--- src/rtl/pipe_hazard_ctrl.sv ---
// Hazard/sequencing controller for the 3-stage core: forwarding selects, load-use stall,
// redirect flush and boot bubbles. Optional perf counters under `PIPE_PERF_CNT_EN.
module pipe_hazard_ctrl #(
    parameter logic [31:0] NOP_INSTR   = 32'h0000_0013,
    parameter int unsigned BOOT_CYCLES = 1
) (
    input  logic        clk,
    input  logic        rst,
    input  logic [31:0] instr_s2,
    input  logic        br_taken,
    output logic        stall,
    output logic        s2_bubble,
    output logic        s3_bubble,
    output logic        pc_sel,
    output logic [1:0]  fwd_a,
    output logic [1:0]  fwd_b,
    output logic [31:0] stall_cnt,
    output logic [31:0] flush_cnt
);

    localparam logic [6:0] OpcLui    = 7'b0110111;
    localparam logic [6:0] OpcAuipc  = 7'b0010111;
    localparam logic [6:0] OpcJal    = 7'b1101111;
    localparam logic [6:0] OpcJalr   = 7'b1100111;
    localparam logic [6:0] OpcBranch = 7'b1100011;
    localparam logic [6:0] OpcLoad   = 7'b0000011;
    localparam logic [6:0] OpcStore  = 7'b0100011;
    localparam logic [6:0] OpcAriI   = 7'b0010011;
    localparam logic [6:0] OpcAriR   = 7'b0110011;
    localparam logic [6:0] OpcCsr    = 7'b1110011;

    localparam logic [1:0] BootLast  = 2'(BOOT_CYCLES - 1);

    typedef enum logic [1:0] {StBoot, StRun, StStall} state_e;

    state_e     state_q;
    logic [1:0] boot_cnt_q;

    logic       s3_valid_q, s3_we_q, s3_load_q;
    logic [4:0] s3_rd_q;
    logic       ret_valid_q, ret_we_q;
    logic [4:0] ret_rd_q;

    logic [6:0] opc;
    logic [4:0] rd, rs1, rs2;
    logic       writes_rd, uses_rs1, uses_rs2, is_load, redirect, load_use;

    always_comb begin
        opc = instr_s2[6:0];
        rd  = instr_s2[11:7];
        rs1 = instr_s2[19:15];
        rs2 = instr_s2[24:20];

        writes_rd = 1'b0;
        case (opc)
            OpcLui, OpcAuipc, OpcJal, OpcJalr, OpcLoad, OpcAriR, OpcAriI: writes_rd = 1'b1;
            default: writes_rd = 1'b0;
        endcase
        writes_rd = writes_rd && (rd != 5'd0) && (instr_s2 != NOP_INSTR);

        uses_rs1 = 1'b0;
        case (opc)
            OpcAriR, OpcAriI, OpcLoad, OpcStore, OpcBranch, OpcJalr: uses_rs1 = 1'b1;
            OpcCsr: uses_rs1 = ~instr_s2[14];
            default: uses_rs1 = 1'b0;
        endcase

        uses_rs2 = (opc == OpcAriR) || (opc == OpcStore) || (opc == OpcBranch);
        is_load  = (opc == OpcLoad);
        redirect = (opc == OpcJal) || (opc == OpcJalr) || ((opc == OpcBranch) && br_taken);

        // s3_we_q already implies rd != 0, so rs == 0 never matches
        load_use = s3_valid_q && s3_load_q && s3_we_q &&
                   ((uses_rs1 && (rs1 == s3_rd_q)) || (uses_rs2 && (rs2 == s3_rd_q)));
    end

    function automatic logic [1:0] fwd_sel(
        input logic       used,
        input logic [4:0] rs,
        input logic       s3_v,
        input logic       s3_we,
        input logic       s3_ld,
        input logic [4:0] s3_rd,
        input logic       ret_v,
        input logic       ret_we,
        input logic [4:0] ret_rd
    );
        if (!used || rs == 5'd0)                          return 2'd0;
        else if (s3_v && s3_we && !s3_ld && s3_rd == rs)  return 2'd1;
        else if (ret_v && ret_we && ret_rd == rs)         return 2'd2;
        else                                              return 2'd0;
    endfunction

    always_comb begin
        stall     = 1'b0;
        s2_bubble = 1'b0;
        s3_bubble = 1'b0;
        pc_sel    = 1'b0;
        fwd_a     = 2'd0;
        fwd_b     = 2'd0;
        case (state_q)
            StBoot: begin
                s2_bubble = 1'b1;
                s3_bubble = 1'b1;
            end
            default: begin
                fwd_a = fwd_sel(uses_rs1, rs1, s3_valid_q, s3_we_q, s3_load_q, s3_rd_q,
                                ret_valid_q, ret_we_q, ret_rd_q);
                fwd_b = fwd_sel(uses_rs2, rs2, s3_valid_q, s3_we_q, s3_load_q, s3_rd_q,
                                ret_valid_q, ret_we_q, ret_rd_q);
                // Stall beats redirect: branch operands are stale until the load retires
                if (state_q == StRun && load_use) begin
                    stall     = 1'b1;
                    s3_bubble = 1'b1;
                end else if (redirect) begin
                    pc_sel    = 1'b1;
                    s2_bubble = 1'b1;
                end
            end
        endcase
    end

    always_ff @(posedge clk) begin
        if (rst) begin
            state_q     <= StBoot;
            boot_cnt_q  <= 2'd0;
            s3_valid_q  <= 1'b0;
            s3_we_q     <= 1'b0;
            s3_load_q   <= 1'b0;
            s3_rd_q     <= 5'd0;
            ret_valid_q <= 1'b0;
            ret_we_q    <= 1'b0;
            ret_rd_q    <= 5'd0;
        end else begin
            s3_valid_q  <= ~s3_bubble;
            s3_we_q     <= writes_rd;
            s3_load_q   <= is_load;
            s3_rd_q     <= rd;
            ret_valid_q <= s3_valid_q;
            ret_we_q    <= s3_we_q;
            ret_rd_q    <= s3_rd_q;
            case (state_q)
                StBoot: begin
                    if (boot_cnt_q == BootLast) state_q <= StRun;
                    else                        boot_cnt_q <= boot_cnt_q + 2'd1;
                end
                StRun:   if (load_use) state_q <= StStall;
                default: state_q <= StRun;
            endcase
        end
    end

`ifdef PIPE_PERF_CNT_EN
    logic [31:0] stall_cnt_q, flush_cnt_q;

    always_ff @(posedge clk) begin
        if (rst) begin
            stall_cnt_q <= 32'd0;
            flush_cnt_q <= 32'd0;
        end else begin
            if (stall)  stall_cnt_q <= stall_cnt_q + 32'd1;
            if (pc_sel) flush_cnt_q <= flush_cnt_q + 32'd1;
        end
    end

    assign stall_cnt = stall_cnt_q;
    assign flush_cnt = flush_cnt_q;
`else
    assign stall_cnt = 32'd0;
    assign flush_cnt = 32'd0;
`endif

endmodule
--- config.mk ---
export PLATFORM = sky130hd
export DESIGN_NAME = pipe_hazard_ctrl
export DESIGN_NICKNAME = d
export VERILOG_FILES = /design/src/rtl/pipe_hazard_ctrl.sv
export SDC_FILE = /design/constraint.sdc
export NUM_CORES = 1
export LEC_CHECK = 0
export ABC_AREA = 1
export CAP_MARGIN = 20
export CORE_MARGIN = 5
export CORE_UTILIZATION = 33
export CTS_CLUSTER_SIZE = 8
export DETAILED_ROUTE_END_ITERATION = 10
export PLACE_DENSITY = 0.78
export SLEW_MARGIN = 20
export SYNTH_ARGS = -nofsm -noshare
export SYNTH_HDL_FRONTEND = slang
export SYNTH_SLANG_ARGS = --single-unit
--- constraint.sdc ---
create_clock -name clk -period 1.7 [get_ports clk]
set_input_delay 0.51 -clock clk [delete_from_list [all_inputs] [get_ports clk]]
set_output_delay 0.51 -clock clk [all_outputs]
set_load 0.03 [all_outputs]
==> results of run 1 <==
synthesized netlist by cell type:
library cell	n	area, sq um
ha_1	1	12.5
nor4_1	1	6.26
o2111ai_1	1	8.76
nor2_4	2	22.5
buf_4	64	480
inv_1	28	105
nand2_4	1	11.3
clkbuf_1	1	3.75
xnor2_1	9	78.8
nand2_2	6	37.5
nor3_1	7	35.0
conb_1	1	3.75
nor2_1	27	101
nand3_1	9	45.0
nor3b_1	1	7.51
nand2_1	23	86.3
xor2_1	7	61.3
o31ai_1	1	7.51
nor2_2	4	25.0
nand4_1	4	25.0
inv_2	4	15.0
a31oi_1	1	6.26
o21ai_0	3	15.0
o21ai_1	2	10.0
dfxtp_1	19	380
a21oi_1	2	10.0
metrics by stage:
step	power, mW	setup TNS [ps]	utilization [%]
after detailed placement	0.922	-8410	44.5
after global routing	1.33	-3890	51.3
after floorplan	0.889	-989	-
final	1.26	-3080	51.3
after CTS	1.26	-3320	50.4
after global placement	0.917	-7950	44.5
kinds of logic (layout without fill, tap and decap cells):
| family | count (synthesis) | in the layout | share of synthesized area, % |
|---|---|---|---|
| other cells | 1 | 64 | 0.234 |
| compound gates | 10 | 10 | 3.59 |
| flops | 19 | 19 | 23.7 |
| simple gates | 85 | 85 | 25.2 |
| xor+xnor | 16 | 16 | 8.75 |
| fa+ha+maj | 1 | 1 | 0.781 |
| buf+inv | 97 | 113 | 37.7 |
sequential cells by signal, indices dropped and copies added (netlist names):
| name | flops |
|---|---|
| boot_cnt_q | 2 |
| ret_rd_q | 5 |
| ret_valid_q | 1 |
| ret_we_q | 1 |
| s3_load_q | 1 |
| s3_rd_q | 5 |
| s3_valid_q | 1 |
| s3_we_q | 1 |
| state_q | 2 |
how the worst max path moves through the flow:
stage                 startpoint        end  slack [ps]  cells after the start
finish              instr_s2[15]      stall        -440                     13
global route          s3_rd_q[0]      stall        -550                     12
CTS                   s3_rd_q[1]      stall        -440                     12
detailed placement   instr_s2[3]  s2_bubble        -960                     12
global placement     instr_s2[3]  s2_bubble        -910                     12
floorplan           instr_s2[21]   fwd_b[0]        -220                      5
critical path, cell delays in order:
cell and delay, ps:
buf_2 110, inv_2 40, nand2_1 70, nand2_1 60
nor2_1 110, nand2_1 70, nor2_2 110, nand2_1 80
nand2_2 70, nand2_4 90, buf_12 150, clkinv_8 40
buf_8 100
where the power goes:
group / leakage, nW / switching, mW / internal, mW
sequential: 0.157 / 0.0170 / 0.460
combinational: 1.06 / 0.321 / 0.162
clock: 0.0228 / 0.137 / 0.166
metal layers:
layer | up-vias | global-route usage (%)
li1 | 728 | -
met2 | 67 | 19.8
met4 | 0 | 4.64
met1 | 621 | 13.3
met3 | 9 | 2.14
met5 | - | 0
what timing repair did:
item                       in CTS  in global routing
buffers inserted               18                  4
pin swaps                      37                 13
gates resized for setup       115                 16
setup endpoints to repair      11                  9
final cells by class:
cell class	instances	area [sq um]	area share, %
flip-flops and latches	19	388	16.0
multi-input cells	176	1070	44.3
clock buffers	4	45.0	1.86
repair buffers	77	676	27.9
inverters	32	158	6.50
well taps	67	83.8	3.46
==> results_dict.tcl, run 1 <==
set metrics [dict create \
    min_to "ret_rd_q[2]" \
    crit_fanout 4 \
    clockBufferDepth 2 \
    synth_seq_cells 19 \
    clk_pin_slew_ps 60 \
    grt_pass1_wl_microns 5620 \
    holdPathStages 2 \
    die_x_microns 79.7 \
    final_cell_mix "conb_1 (64), buf_4 (40), inv_1 (23), nand2_1 (19), nor2_1 (19)" \
    highest_layer "met4" \
    dp_slack_ps -964 \
    finalInstanceArea_sq_um 2420 \
    grtUsageTotal_pct 11.3 \
    cts-hold-fix-buffers 0 \
    skew_ps 1.44 \
    mostFrequentLayoutCell "conb_1" \
    period_share_pct 126 \
    ant_nets 0 \
    initial_utilization_pct 33.9 \
    criticalPathCategory "input pin to output port" \
    grt_max_degree 15 \
    syn_to_final_growth_pct 51.3 \
    critPathRequiredTime_ps 1190 \
    gp_congestion 0.920 \
    worst_slack_ps -438 \
    p_leak_nw 1.24 \
    yosysWarningCount 0 \
    pwr_density_cell_nw_per_um2 521 \
    start_kind "input pin" \
    synth.avg_cell_area_sq_um 6.99 \
    row_count 25 \
    clkSinkCount 19 \
    die_y_microns 79.7 \
    viasPerCell 3.80 \
    core_sq_um 4720 \
    routed_wl_microns 3800 \
    fillCellCount 438 \
    first_global_vias 1292 \
    synth-seq-area-share_pct 23.8 \
    synthCells 229 \
    maxCapViolCount 0 \
    ys_types 26 \
    r2r_cells 11 \
    wl_per_cell_microns 10.1 \
    syn_area_sq_um 1600 \
    finalSetupViolations 8 \
    hold_start "s3_rd_q[2]" \
    cp-end-kind "output port" \
    numPortBuffers 33 \
    vdd_drop_max_v 0.000273 \
    layout-drive-gt1-share_pct 40.9 \
    dr.pass1.iters 4 \
    r2r-end "ret_rd_q[1]" \
    cts-root-buf "clkbuf_8" \
    timing.fmax_mhz 468 \
    finalCriticalPeriod_ps 2140 \
    drt-met1-wl_microns 1420 \
    ios 107 \
    arrival_ps 1630 \
    nNetsFinal 345 \
    diodes 0 \
    remaining_drc_errors 0 \
    h-tree-depth 1 \
    hold_slack_ps 479 \
    dp.cells 354 \
    hold_viol 0 \
    violations "setup timing" \
    cts_tree "yes" \
    rsz0062_at_grt "yes" \
    status "complete, but fails checks" \
    dr.first_iter.drc_count 45 \
    dp_hpwl_microns 3090 \
    slew_violations 0 \
    grt-ovfl-total 0 \
    stdcell_count 375 \
    met2_length_microns 1970 \
    vias 1425 \
    insertion_delay_ps 250 \
    hold_class "register to register" \
    r2r-start "s3_rd_q[1]" \
    dieArea_sq_um 6350 \
    reg2reg_slack_ps 110 \
    antenna_found_initial 0 \
    dpl_cell_area_sq_um 2100 \
    cts_buffers 3 \
    dr_wl_met3_microns 335 \
]
(Power assumes the default switching activity.)
==> run 2, diff against run 1 <==
- PLACE_DENSITY: 0.78 -> default
- PLACE_DENSITY_LB_ADDON: default -> 0.15
==> run 2 against run 1 <==
  * The run still ends with setup timing left
  * Flip-flop and latch count unchanged
  * Routed wire length fell by 9.9%
  * Maximum frequency increased by 1.7%
  * Via count fell by 4.5%
  * Critical path depth stayed put
  * Global-route usage down 0.87 points
  * Clock skew up 6.7 ps
  * Total power decreased by 1.6%
  * Final cell count down 1.9%
  * Non-clock buffer count shrank 7
  * Worst setup slack better by 36 ps
  * Sequential power barely moved
  * Critical endpoint unchanged
  * Largest cell class unchanged
==> results_dict.tcl, run 2 (same netlist as run 1, synthesis figures left out) <==
set metrics [dict create \
    status "complete, but fails checks" \
    violations "setup timing" \
    ant_nets 0 \
    vdd_drop_max_v 0.000327 \
    crit_slowest_cell "nor2_4" \
    final_cell_mix "conb_1 (64), buf_4 (31), inv_1 (24), nor2_1 (22), nand2_1 (18)" \
    clkSinkCount 19 \
    r2r-end "state_q[0]" \
    slew_violations 0 \
    cp_cell_sequence "buf_12, inv_12, nand2_4, nor2_4, buf_6, o21ai_2, nand3_2, nand2_1, nand2_2, nand2_4, buf_12, clkinv_8, buf_12" \
    period_share_pct 124 \
    postLayoutCoreUtil_pct 49.6 \
    clockBufferDepth 2 \
    finalSetupViolations 8 \
    r2r-start "s3_rd_q[4]" \
    core_sq_um 4720 \
    cts-root-buf "clkbuf_8" \
    critPathRequiredTime_ps 1190 \
    multiInputGateArea_sq_um 1050 \
    cts-hold-fix-buffers 0 \
    holdPathStages 2 \
    mostFrequentLayoutCell "conb_1" \
    h-tree-depth 1 \
    critPathTopFamily "buffers and inverters" \
    dieArea_sq_um 6350 \
    fin_setup_tns_ps -2810 \
    first_global_vias 1211 \
    dp_hpwl_microns 3000 \
    vias 1361 \
    worst_slack_ps -402 \
    cts_tree "yes" \
    remaining_drc_errors 0 \
    dr.first_iter.drc_count 46 \
    finalCriticalPeriod_ps 2100 \
    hold_viol 0 \
    min_to "boot_cnt_q[1]" \
    viasPerCell 3.70 \
    crit_fanout 3 \
    dp_slack_ps -977 \
    insertion_delay_ps 250 \
    die_y_microns 79.7 \
    wl_per_cell_microns 9.31 \
    layout-drive-gt1-share_pct 37.9 \
    diodes 0 \
    grt_pass1_wl_microns 5310 \
    register_area_sq_um 388 \
    critPathBufInv 6 \
    cts_buffers 3 \
    grt-ovfl-total 0 \
    crit_start "instr_s2[3]" \
    slowest_delay_ps 140 \
    maxCapViolCount 0 \
    row_count 25 \
    cp-end-kind "output port" \
    fillCellCount 484 \
    grt_max_degree 12 \
    p_leak_nw 1.20 \
    nNetsFinal 338 \
    die_x_microns 79.7 \
    crit_top_cell "buf_12" \
    skew_ps 8.17 \
    hold_class "register to register" \
    dr.pass1.iters 4 \
    grtUsageTotal_pct 10.4 \
    reg2reg_slack_ps 270 \
    timing.fmax_mhz 476 \
    gp_congestion 0.814 \
    pwr_density_cell_nw_per_um2 530 \
    r2r_cells 10 \
    hold_start "boot_cnt_q[1]" \
    syn_to_final_growth_pct 46.4 \
    routed_wl_microns 3430 \
    criticalPathCategory "input pin to output port" \
    top_regs "ret_rd_q (5), s3_rd_q (5)" \
    start_kind "input pin" \
    antenna_found_initial 0 \
    arrival_ps 1590 \
    clk_pin_slew_ps 70 \
    numPortBuffers 33 \
    rsz0062_at_grt "yes" \
    ios 107 \
    initial_utilization_pct 33.9 \
]
run 2: per-stage QoR:
| step | power (mW) | hold WS, ps | cells | cell area (sq um) |
|---|---|---|---|---|
| 6_report | 1.24 | 464 | 368 | 2340 |
| 3_3_place_gp | 0.926 | 444 | 356 | 2130 |
| 3_5_place_dp | 0.926 | 452 | 356 | 2130 |
| 2_1_floorplan | 0.889 | 425 | 292 | 1990 |
| 4_1_cts | 1.24 | 462 | 366 | 2270 |
| 5_1_grt | 1.32 | 496 | 368 | 2340 |
run 2: final cells by class:
class	instances	share of cell area (%)
sequential	19	16.5
multi-input combinational	176	44.7
timing repair buffer	70	26.5
clock buffer	4	1.92
inverter	32	6.72
tap	67	3.58
run 2: worst reg2reg max path, delay by kind of cell (launching register included):
| kind | cells | cell delay (ps) |
|---|---|---|
| xor gates and xnor gates | 1 | 140 |
| and+or+nand+nor | 6 | 510 |
| DFF | 1 | 410 |
| buffers and inverters | 3 | 280 |
run 2: worst max-delay path by stage:
stage / end / slack (ps) / cells past startpoint
after global placement: s2_bubble / -930 / 12
after CTS: pc_sel / -450 / 12
after floorplan: fwd_b[0] / -220 / 5
after global routing: stall / -460 / 12
after detailed placement: s2_bubble / -980 / 12
final: stall / -400 / 13
run 2: timing repair:
action,4_1_cts,5_1_grt
setup buffers,6,2
pin swaps,33,24
resized for setup,99,21
setup endpoints to repair,11,8
run 2: routing by layer:
| metal | global-route usage [%] | share of wire (%) |
|---|---|---|
| met1 | 14.6 | 44 |
| met2 | 16.1 | 46 |
| met3 | 1.58 | 9.2 |
| met4 | 3.61 | 0.44 |
| met5 | 0 | 0 |
run 2: where the power goes:
part | switching, mW | internal, mW
combinational | 0.313 | 0.153
sequential | 0.0165 | 0.459
clock | 0.134 | 0.166
total | 0.464 | 0.779
